==> src/rtl/step_motor_sequencer.sv <==
// Bipolar stepper channel sequencer: one move command in, phase table out, absolute position tracked.
// Build option HALF_STEP_EN: defined -> index advances by 1 per step, undefined -> full-step by 2.
//
// state | meaning
// IDLE  | waiting for a command; coils held at current phase if hold_en, else off
// RUN   | issuing steps at the latched period until count exhausted or abort

module step_motor_sequencer #(
  parameter int CNT_W = 16,
  parameter int DIV_W = 24,
  parameter int POS_W = 32
) (
  input  logic             clock,
  input  logic             reset_n,
  input  logic             cmd_valid,
  output logic             cmd_ready,
  input  logic             cmd_dir,
  input  logic [CNT_W-1:0] cmd_steps,
  input  logic [DIV_W-1:0] cmd_period,
  input  logic             abort,
  input  logic             hold_en,
  output logic             busy,
  output logic             done,
  output logic             aborted,
  output logic [POS_W-1:0] position,
  output logic             AX,
  output logic             AY,
  output logic             BX,
  output logic             BY,
  output logic             AE,
  output logic             BE
);

  typedef enum logic {IDLE = 1'b0, RUN = 1'b1} state_t;

`ifdef HALF_STEP_EN
  localparam logic [2:0] IDX_STEP = 3'd1;
`else
  localparam logic [2:0] IDX_STEP = 3'd2;
`endif

  state_t           state_q, state_d;
  logic [2:0]       idx_q, idx_d;
  logic [DIV_W-1:0] div_q, div_d;
  logic [DIV_W-1:0] per_q, per_d;
  logic [DIV_W-1:0] load_per;
  logic [CNT_W-1:0] rem_q, rem_d;
  logic             dir_q, dir_d;
  logic [POS_W-1:0] pos_q, pos_d;
  logic             done_q, done_d;
  logic             aborted_q, aborted_d;
  logic [5:0]       coil_q, coil_d;

  // {AX, AY, BX, BY, AE, BE}
  function automatic logic [5:0] phase_drive(input logic [2:0] idx);
    logic [5:0] drv;
    case (idx)
      3'd0:    drv = 6'b10_10_11;
      3'd1:    drv = 6'b00_10_01;
      3'd2:    drv = 6'b01_10_11;
      3'd3:    drv = 6'b01_00_10;
      3'd4:    drv = 6'b01_01_11;
      3'd5:    drv = 6'b00_01_01;
      3'd6:    drv = 6'b10_01_11;
      default: drv = 6'b10_00_10;
    endcase
    return drv;
  endfunction

  assign load_per = (cmd_period == '0) ? '0 : cmd_period - DIV_W'(1);

  always_comb begin
    state_d   = state_q;
    idx_d     = idx_q;
    div_d     = div_q;
    per_d     = per_q;
    rem_d     = rem_q;
    dir_d     = dir_q;
    pos_d     = pos_q;
    done_d    = 1'b0;
    aborted_d = 1'b0;
    case (state_q)
      IDLE: begin
        if (cmd_valid) begin
          dir_d = cmd_dir;
          rem_d = cmd_steps;
          per_d = load_per;
          div_d = load_per;
          if (cmd_steps != '0) state_d = RUN;
          else                 done_d  = 1'b1;
        end
      end
      RUN: begin
        // abort takes priority over a step that would land on the same edge
        if (abort) begin
          state_d   = IDLE;
          done_d    = 1'b1;
          aborted_d = 1'b1;
        end else if (div_q == '0) begin
          div_d = per_q;
          idx_d = dir_q ? idx_q + IDX_STEP : idx_q - IDX_STEP;
          pos_d = dir_q ? pos_q + POS_W'(1) : pos_q - POS_W'(1);
          rem_d = rem_q - CNT_W'(1);
          if (rem_q == CNT_W'(1)) begin
            state_d = IDLE;
            done_d  = 1'b1;
          end
        end else begin
          div_d = div_q - DIV_W'(1);
        end
      end
    endcase
    coil_d = (state_d == RUN || hold_en) ? phase_drive(idx_d) : 6'b0;
  end

  always_ff @(posedge clock) begin
    if (!reset_n) begin
      state_q   <= IDLE;
      idx_q     <= '0;
      div_q     <= '0;
      per_q     <= '0;
      rem_q     <= '0;
      dir_q     <= 1'b0;
      pos_q     <= '0;
      done_q    <= 1'b0;
      aborted_q <= 1'b0;
      coil_q    <= '0;
    end else begin
      state_q   <= state_d;
      idx_q     <= idx_d;
      div_q     <= div_d;
      per_q     <= per_d;
      rem_q     <= rem_d;
      dir_q     <= dir_d;
      pos_q     <= pos_d;
      done_q    <= done_d;
      aborted_q <= aborted_d;
      coil_q    <= coil_d;
    end
  end

  assign cmd_ready = (state_q == IDLE);
  assign busy      = (state_q == RUN);
  assign done      = done_q;
  assign aborted   = aborted_q;
  assign position  = pos_q;
  assign {AX, AY, BX, BY, AE, BE} = coil_q;

endmodule

==> config.mk <==
export PLATFORM = sky130hd
export DESIGN_NAME = step_motor_sequencer
export DESIGN_NICKNAME = d
export VERILOG_FILES = /design/src/rtl/step_motor_sequencer.sv
export SDC_FILE = /design/constraint.sdc
export NUM_CORES = 1
export LEC_CHECK = 0
export CAP_MARGIN = 20
export CORE_ASPECT_RATIO = 0.9
export CORE_MARGIN = 2
export CORE_UTILIZATION = 41
export CTS_BUF_LIST = sky130_fd_sc_hd__clkbuf_8 sky130_fd_sc_hd__clkbuf_16
export CTS_CLUSTER_DIAMETER = 40
export DETAILED_ROUTE_END_ITERATION = 8
export PLACE_DENSITY = 0.7
export RECOVER_POWER = 100
export SLEW_MARGIN = 20
export SYNTH_ARGS = -nofsm -noshare
export SYNTH_HDL_FRONTEND = slang
export SYNTH_SLANG_ARGS = --single-unit
==> constraint.sdc <==
create_clock -name clock -period 4.19 [get_ports clock]
set_input_delay 1.257 -clock clock [delete_from_list [all_inputs] [get_ports clock]]
set_output_delay 1.257 -clock clock [all_outputs]
set_load 0.02 [all_outputs]
Word-level counts from Yosys, hierarchy flattened
Index checks and enable logic that the tools add are counted.
Storage, ports and cells
  flip-flop bits (word level): 109
  logic and storage cells: 68
Cells by class
  $add $sub $neg: 7
  eq/ne operators: 10
  mux-type cells: 28
  bitwise operators: 2
  reductions and logical operators: 11
Operators by type and width (count)
  $mux W24: 4
  $logic_not A24 Y1: 2
  $mux W16: 3
  $pmux W24 S2: 1
  $sub A24 B1 Y24 const B: 2
  $pmux W6 S7: 1
  $add A32 B1 Y32 const B: 1
  $mux W32: 1
  $pmux W16 S2: 1
  $sub A32 B1 Y32 const B: 1
  $eq A16 B1 Y1 const B: 1
  $reduce_bool A16 Y1: 1
  $sub A16 B1 Y16 const B: 1
  $mux W3: 4
  $mux W1: 11
  $eq A3 B3 Y1 const B: 3
  $reduce_and A2 Y1: 4
  $eq A3 B2 Y1 const B: 2
  $reduce_and A3 Y1: 2
  $ne A2 B2 Y1 const B: 2
  $pmux W1 S2: 2
  $add A3 B2 Y3 const B: 1
  $eq A3 B1 Y1 const B: 1
  $logic_not A3 Y1: 1
  other kinds (4): 5

Longest topological paths before layout
Gate-level depths: netlist of run 1.
  word-level depth: 7
  depth in mapped cells: 13
  depth with buffers taken out: 12

Worst setup path before layout of run 1
Ideal clock, no wire load.
  path type: input to register
  start: input cmd_period[5]
  end: register div_q[14]
  arrival: 3.331 ns
  slack: 0.801 ns
  stages: 8
  cell sequence: or4_1 -> or4_1 -> or2_2 -> or3_1 -> a21oi_1 -> o21ai_0 -> o21ai_0 -> o211a_1
Between the ends
  longest elaborated chain between the ends: 4
  elaborated cells between the ends (all ways): 5
RTL lines
  start: declaration: line 19  | input logic [DIV_W-1:0] cmd_period,
  $sub A24 B1 Y24 / $logic_not A24 Y1 (equally long branches): line 70  | assign load_per = (cmd_period == '0) ? '0 : cmd_period - DIV_W'(1);
  $mux W24 *: line 70
  $mux W24 *: line 84  | if (cmd_valid) begin
  $pmux W24 S2 *: line 82  | case (state_q)
  end signal: assignment: line 131  | div_q <= div_d;
  end: declaration: line 44  | logic [DIV_W-1:0] div_q, div_d;
Mark *: on every way between the ends. The rest lies on a longest branch, timed or not. The select of a mux whose other input is x is not followed.
A chain may end at the register's enable or synchronous reset.

Final worst setup path of run 1
  start: input cmd_period[9]
  end: register div_q[23]
Same word-level chain as after synthesis.

==> impl_metrics.yaml, run 1 <==
placed_design:
  placed_area_sq_um: 8120
  portBuffers: 87
  preCtsSetupSlack_ps: 244
  gp_congestion: 0.877
  dpl.hpwl_um: 13300
cts:
  cts_buffer_depth: 2
  h-tree-depth: 3
  cts_tree: "built"
  path_clk_slew_ps: 70
  cts_made_buffers: 9
  cts_resized: 0
  clkLatencyLatePin_ps: 360
  cts_root_buf: "clkbuf_16"
  hold_buffers: 0
  cts_setup_buffers: 0
  clock_sinks: 108
sta:
  fin_setup_tns_ps: 0
  final.min_clock_period_ps: 3710
  finClkSkew_ps: 12.0
  setup_violations: 0
  rsz0062_at_grt: "no"
  max_freq_ghz: 0.270
  slew_violations: 0
  period_share: 0.885
  tightest_slew_ps: 1480
  fin_ws_ps: 483
  slew_headroom: 0.0147
  hold_violations: 0
pwr:
  p_int_w: 0.00189
  peakVddDrop_mv: 0.255
  switching_share: 0.289
  seq_power_share: 0.427
  p_leak_nw: 3.49
  p_total_w: 0.00266
  clockPowerShare: 0.371
  cellPowerDensity_nw_per_um2: 317
  p_switching_w: 0.000769
  combinationalPowerShare: 0.202
hold_path:
  hold_class: "flop to flop"
grt:
  grt_max_degree: 47
  grtUsageTotal: 0.210
  antenna_found_initial: 0
  first_global_vias: 6331
  grt_pass1_wl_um: 31100
  grt_overflow: 0
worst_setup_path:
  crit_arrival_ps: 3950
  start_kind: "primary input"
  critPathKind: "primary input to flop"
  worstPathRequired_ps: 4430
  end_kind: "flop"
  worstPathMaxFanout: 6
final_layout:
  drive_above_1_share: 0.0404
  nets: 1097
  synthToLayoutAreaGrowth_pct: 20.3
  final_common_cell: "nand2_1"
  num_antenna_cells: 0
  final_cell_mix: "nand2_1 (117), a21oi_1 (115), nor2_1 (114), dfxtp_1 (108), o21ai_0 (65)"
  design_area_sq_um: 8410
detailed_routing:
  wirelength_um: 18700
  avgViaCountPerCell: 5.61
  drcViolationCount: 0
  drtIter0Drc: 381
  vias: 6880
  wl_per_cell_um: 15.2
  dr.pass1.iters: 5
  ant_nets: 0
yosys:
  yosys.area.top_type: "dfxtp_1"
  synth-seq-cells: 108
  synthTopCellsByArea: "dfxtp_1 (31%), a21oi_1 (8.2%), ha_1 (7.0%)"
  synthFlopType: "dfxtp_1"
  synthCells: 936
  yosys.area.top_type_share: 0.309
  synth_edf_count: 0
  syn_area_sq_um: 6990
  synth_warnings: 0
  synthesis.nets: 1022
  async_flop_share: 0
  syn_avg_cell_area_sq_um: 7.47
  ys_seq_area_frac: 0.309
  synth_cell_type_count: 68
die:
  core-area_sq_um: 16800
  core.rowCount: 45
  io-pin-count: 88
  dieArea_sq_um: 18100
  start_util: 0.417
  fp.dieH_um: 128
  die_x_um: 142
status:
  status: "finished clean"
flow_run:
  maxCapViolations: 0
metrics by stage:
stage / cells / utilization / hold slack (ps)
final: 1227 / 0.501 / 456
after CTS: 1227 / 0.504 / 462
after detailed placement: 1211 / 0.484 / 451
after floorplan: 936 / - / 433
after global placement: 1211 / 0.484 / 441
after global routing: 1227 / 0.501 / 474
registers in the layout (all words and copies together) (netlist names):
signal    count
rem_q        16
busy          1
position     32
aborted       1
per_q        24
done          1
idx_q         2
coil_q        6
dir_q         1
div_q        24
critical path, stage by stage:
cell and delay [ps]:
dlygate4sd3_1 590, or3_1 360, or3_1 390, nor3_1 300
and4_1 380, clkbuf_1 310, nor3_1 120, a21oi_1 160
a21oi_1 90
area by class of cell:
cell class / instances / area (sq um)
fillers: 1677 / 8370
flip-flops and latches: 108 / 2160
multi-input cells: 757 / 4510
repair buffers: 111 / 1040
clock inverters: 7 / 115
inverters: 24 / 90.1
clock buffers: 9 / 225
well taps: 211 / 264
cell usage after synthesis, drive strengths merged, types with 2 or more instances:
cell / n
a21o: 15
buf: 10
o32ai: 3
ha: 39
o2111ai: 2
o21a: 6
a221oi: 4
nor2: 114
xor2: 25
inv: 23
nand3b: 3
dfxtp: 108
or2: 3
or4: 6
and2: 2
a211o: 2
o311ai: 5
clkbuf: 37
a21oi: 115
nor2b: 7
nand2b: 7
a31oi: 4
o22ai: 4
mux2i: 7
nor3: 33
and4: 2
nand3: 24
or3: 13
and3: 7
o21ai: 65
a22oi: 7
o31a: 3
o211a: 4
o21bai: 2
o211ai: 12
xnor2: 29
nor4b: 2
nor4: 12
nand2: 118
nand4: 7
a211oi: 22
o41ai: 2
o31ai: 6
layer usage:
layer | wire length [um] | up-vias | GRT usage
met1 | 9220 | 3190 | 0.290
met2 | 8290 | 158 | 0.339
met3 | 1030 | 11 | 0.0411
met5 | 0 | - | 0
met4 | 158 | 0 | 0.0506
li1 | - | 3521 | -
cell families after synthesis:
family,after synthesis,share of synthesized area
AO/OA/AOI/OAI,292,0.258
AND/OR/NAND/NOR,364,0.240
buffers and inverters,71,0.0422
flip-flops,108,0.309
XOR/XNOR,54,0.0676
adder cells (fa/ha/maj),40,0.0727
multiplexers,7,0.0100
power groups by stage:
stage	sequential [W]	combinational, W	clock, W
after detailed placement	0.00116	0.000539	0
after global placement	0.00116	0.000532	0
final	0.00114	0.000539	0.000987
after CTS	0.00114	0.000541	0.00102
after global routing	0.00114	0.000608	0.00105
after floorplan	0.00115	0.000376	0
worst paths after layout:
kind | start | endpoint | slack [ps] | cells past startpoint
worst max-delay path | cmd_period[9] | div_q[23]$_SDFFE_PN0P_ | 480 | 9
worst min-delay path | per_q[6]$_SDFFE_PN0P_ | per_q[6]$_SDFFE_PN0P_ | 460 | 2
worst max register to register | div_q[0]$_SDFFE_PN0P_ | position[25]$_SDFFE_PN0P_ | 510 | 10
worst min register to register | per_q[6]$_SDFFE_PN0P_ | per_q[6]$_SDFFE_PN0P_ | 460 | 2
Power figures use the tool's default switching activity.
==> inputs of run 2 (changes only) <==
Settings changed: CTS_BUF_LIST sky130_fd_sc_hd__clkbuf_8 sky130_fd_sc_hd__clkbuf_16 to sky130_fd_sc_hd__clkbuf_2 sky130_fd_sc_hd__clkbuf_4 sky130_fd_sc_hd__clkbuf_8.
==> impl_metrics.yaml, run 2 (synthesis results as in run 1) <==
placed_design:
  preCtsSetupSlack_ps: 244
  placed_cells: 1211
  portBuffers: 87
  dpl.hpwl_um: 13300
  gp_congestion: 0.877
pwr:
  peakVddDrop_mv: 0.204
  p_leak_nw: 3.44
  switching_share: 0.303
  p_int_w: 0.00172
  p_switching_w: 0.000748
  clockPowerShare: 0.320
  combinationalPowerShare: 0.219
  cellPowerDensity_nw_per_um2: 296
  seq_power_share: 0.461
sta:
  setup_violations: 0
  rsz0062_at_grt: "no"
  holdWs_ps: 459
  tightest_slew_ps: 1500
  fin_setup_tns_ps: 0
  period_share: 0.885
  fin_ws_ps: 480
  final.min_clock_period_ps: 3710
  slew_headroom: 0.0000879
  slew_violations: 0
  max_freq_ghz: 0.270
  finClkSkew_ps: 21.7
  hold_violations: 0
grt:
  grt_overflow: 0
  grtUsageTotal: 0.210
  grt_max_degree: 47
  first_global_vias: 6323
  grt_pass1_wl_um: 31000
  antenna_found_initial: 0
final_layout:
  largest_reg_flops: 32
  drive_above_1_share: 0.0413
  fin_cells: 1227
  final_cell_mix: "nand2_1 (117), a21oi_1 (115), nor2_1 (114), dfxtp_1 (108), o21ai_0 (65)"
  synthToLayoutAreaGrowth_pct: 18.9
  nets: 1097
  num_antenna_cells: 0
  final_common_cell: "nand2_1"
cts:
  h-tree-depth: 3
  cts_root_buf: "clkbuf_8"
  cts_setup_buffers: 0
  hold_buffers: 0
  path_clk_slew_ps: 110
  cts_resized: 0
  cts_tree: "built"
  cts_made_buffers: 9
  cts_buffer_depth: 2
  clock_sinks: 108
  clkLatencyLatePin_ps: 390
worst_setup_path:
  worstPathRequired_ps: 4470
  crit_top_cell: "nor2_1"
  r2r_setup_slack_ps: 480
  slowest_stage: "clkbuf_1"
  r2r_start: "div_q[0]$_SDFFE_PN0P_"
  crit_arrival_ps: 3990
  critical_path.max_stage_delay_ps: 570
  critPathKind: "flop to flop"
  path_delay_family: "simple AND/OR/NAND/NOR gates"
  end_kind: "flop"
  worstReg2RegEnd: "position[25]$_SDFFE_PN0P_"
  start_kind: "flop"
  crit_chain: "inv_1, ha_1, or4b_1, or2_2, nor4b_1, or2b_1, nor2_1, clkbuf_1, mux2i_1, nor2_1"
  cp_num_buf_inv: 2
  worstPathMaxFanout: 11
  rr_worst_depth: 10
detailed_routing:
  avgViaCountPerCell: 5.64
  drtIter0Drc: 419
  dr.pass1.iters: 5
  vias: 6922
  wl_per_cell_um: 15.3
  ant_nets: 0
  drcViolationCount: 0
  wirelength_um: 18800
status:
  status: "finished with violations"
  violations: "capacitance limit"
flow_run:
  maxCapViolations: 1
die:
  fp.dieH_um: 128
  io-pin-count: 88
  core.rowCount: 45
  core-area_sq_um: 16800
  die_x_um: 142
  dieArea_sq_um: 18100
  start_util: 0.417
hold_path:
  min_from: "per_q[6]$_SDFFE_PN0P_"
  hold_end: "per_q[6]$_SDFFE_PN0P_"
  hold_depth: 2
  hold_class: "flop to flop"
## run 2: per-layer routing
metal | GRT usage | vias up | wire length (um)
met5 | 0 | - | 0
met4 | 0.0541 | 0 | 182
met3 | 0.0403 | 15 | 1080
met2 | 0.337 | 176 | 8350
met1 | 0.290 | 3211 | 9160
li1 | - | 3520 | -
## run 2: cell type report
cell class	instances	area (sq um)
clock buffers	10	131
clock inverters	6	111
fillers	1695	8460
inverters	24	90.1
multi-input cells	757	4510
flip-flops and latches	108	2160
well taps	211	264
repair buffers	111	1040
## run 2: tightest hold or removal path, cell delays in order (launching register included)
cell and delay [ps]:
dfxtp_1 320, nand2_1 50, a21oi_1 50
## run 2: worst max-delay path by stage
| stage | from | endpoint | slack, ps | cells after the start |
|---|---|---|---|---|
| finish | div_q[0]$_SDFFE_PN0P_ | position[25]$_SDFFE_PN0P_ | 480 | 10 |
| global route | div_q[0]$_SDFFE_PN0P_ | position[28]$_SDFFE_PN0P_ | 160 | 10 |
| CTS | cmd_period[5] | div_q[14]$_SDFFE_PN0P_ | 660 | 9 |
| detailed placement | cmd_period[5] | div_q[14]$_SDFFE_PN0P_ | 240 | 9 |
| global placement | cmd_period[5] | div_q[14]$_SDFFE_PN0P_ | 260 | 9 |
| floorplan | cmd_period[5] | div_q[14]$_SDFFE_PN0P_ | 800 | 8 |
## run 2: power groups by stage
stage | sequential [W] | clock, W | combinational (W)
global route | 0.00115 | 0.000849 | 0.000608
floorplan | 0.00115 | 0 | 0.000376
finish | 0.00114 | 0.000788 | 0.000539
CTS | 0.00114 | 0.000815 | 0.000541
detailed placement | 0.00116 | 0 | 0.000539
global placement | 0.00116 | 0 | 0.000532
## run 2: metrics by stage
step | utilization | total power, W | area (sq um)
detailed placement | 0.484 | 0.00170 | 8120
global route | 0.496 | 0.00260 | 8320
finish | 0.496 | 0.00246 | 8320
CTS | 0.498 | 0.00249 | 8360
floorplan | - | 0.00153 | 6990
global placement | 0.484 | 0.00169 | 8120
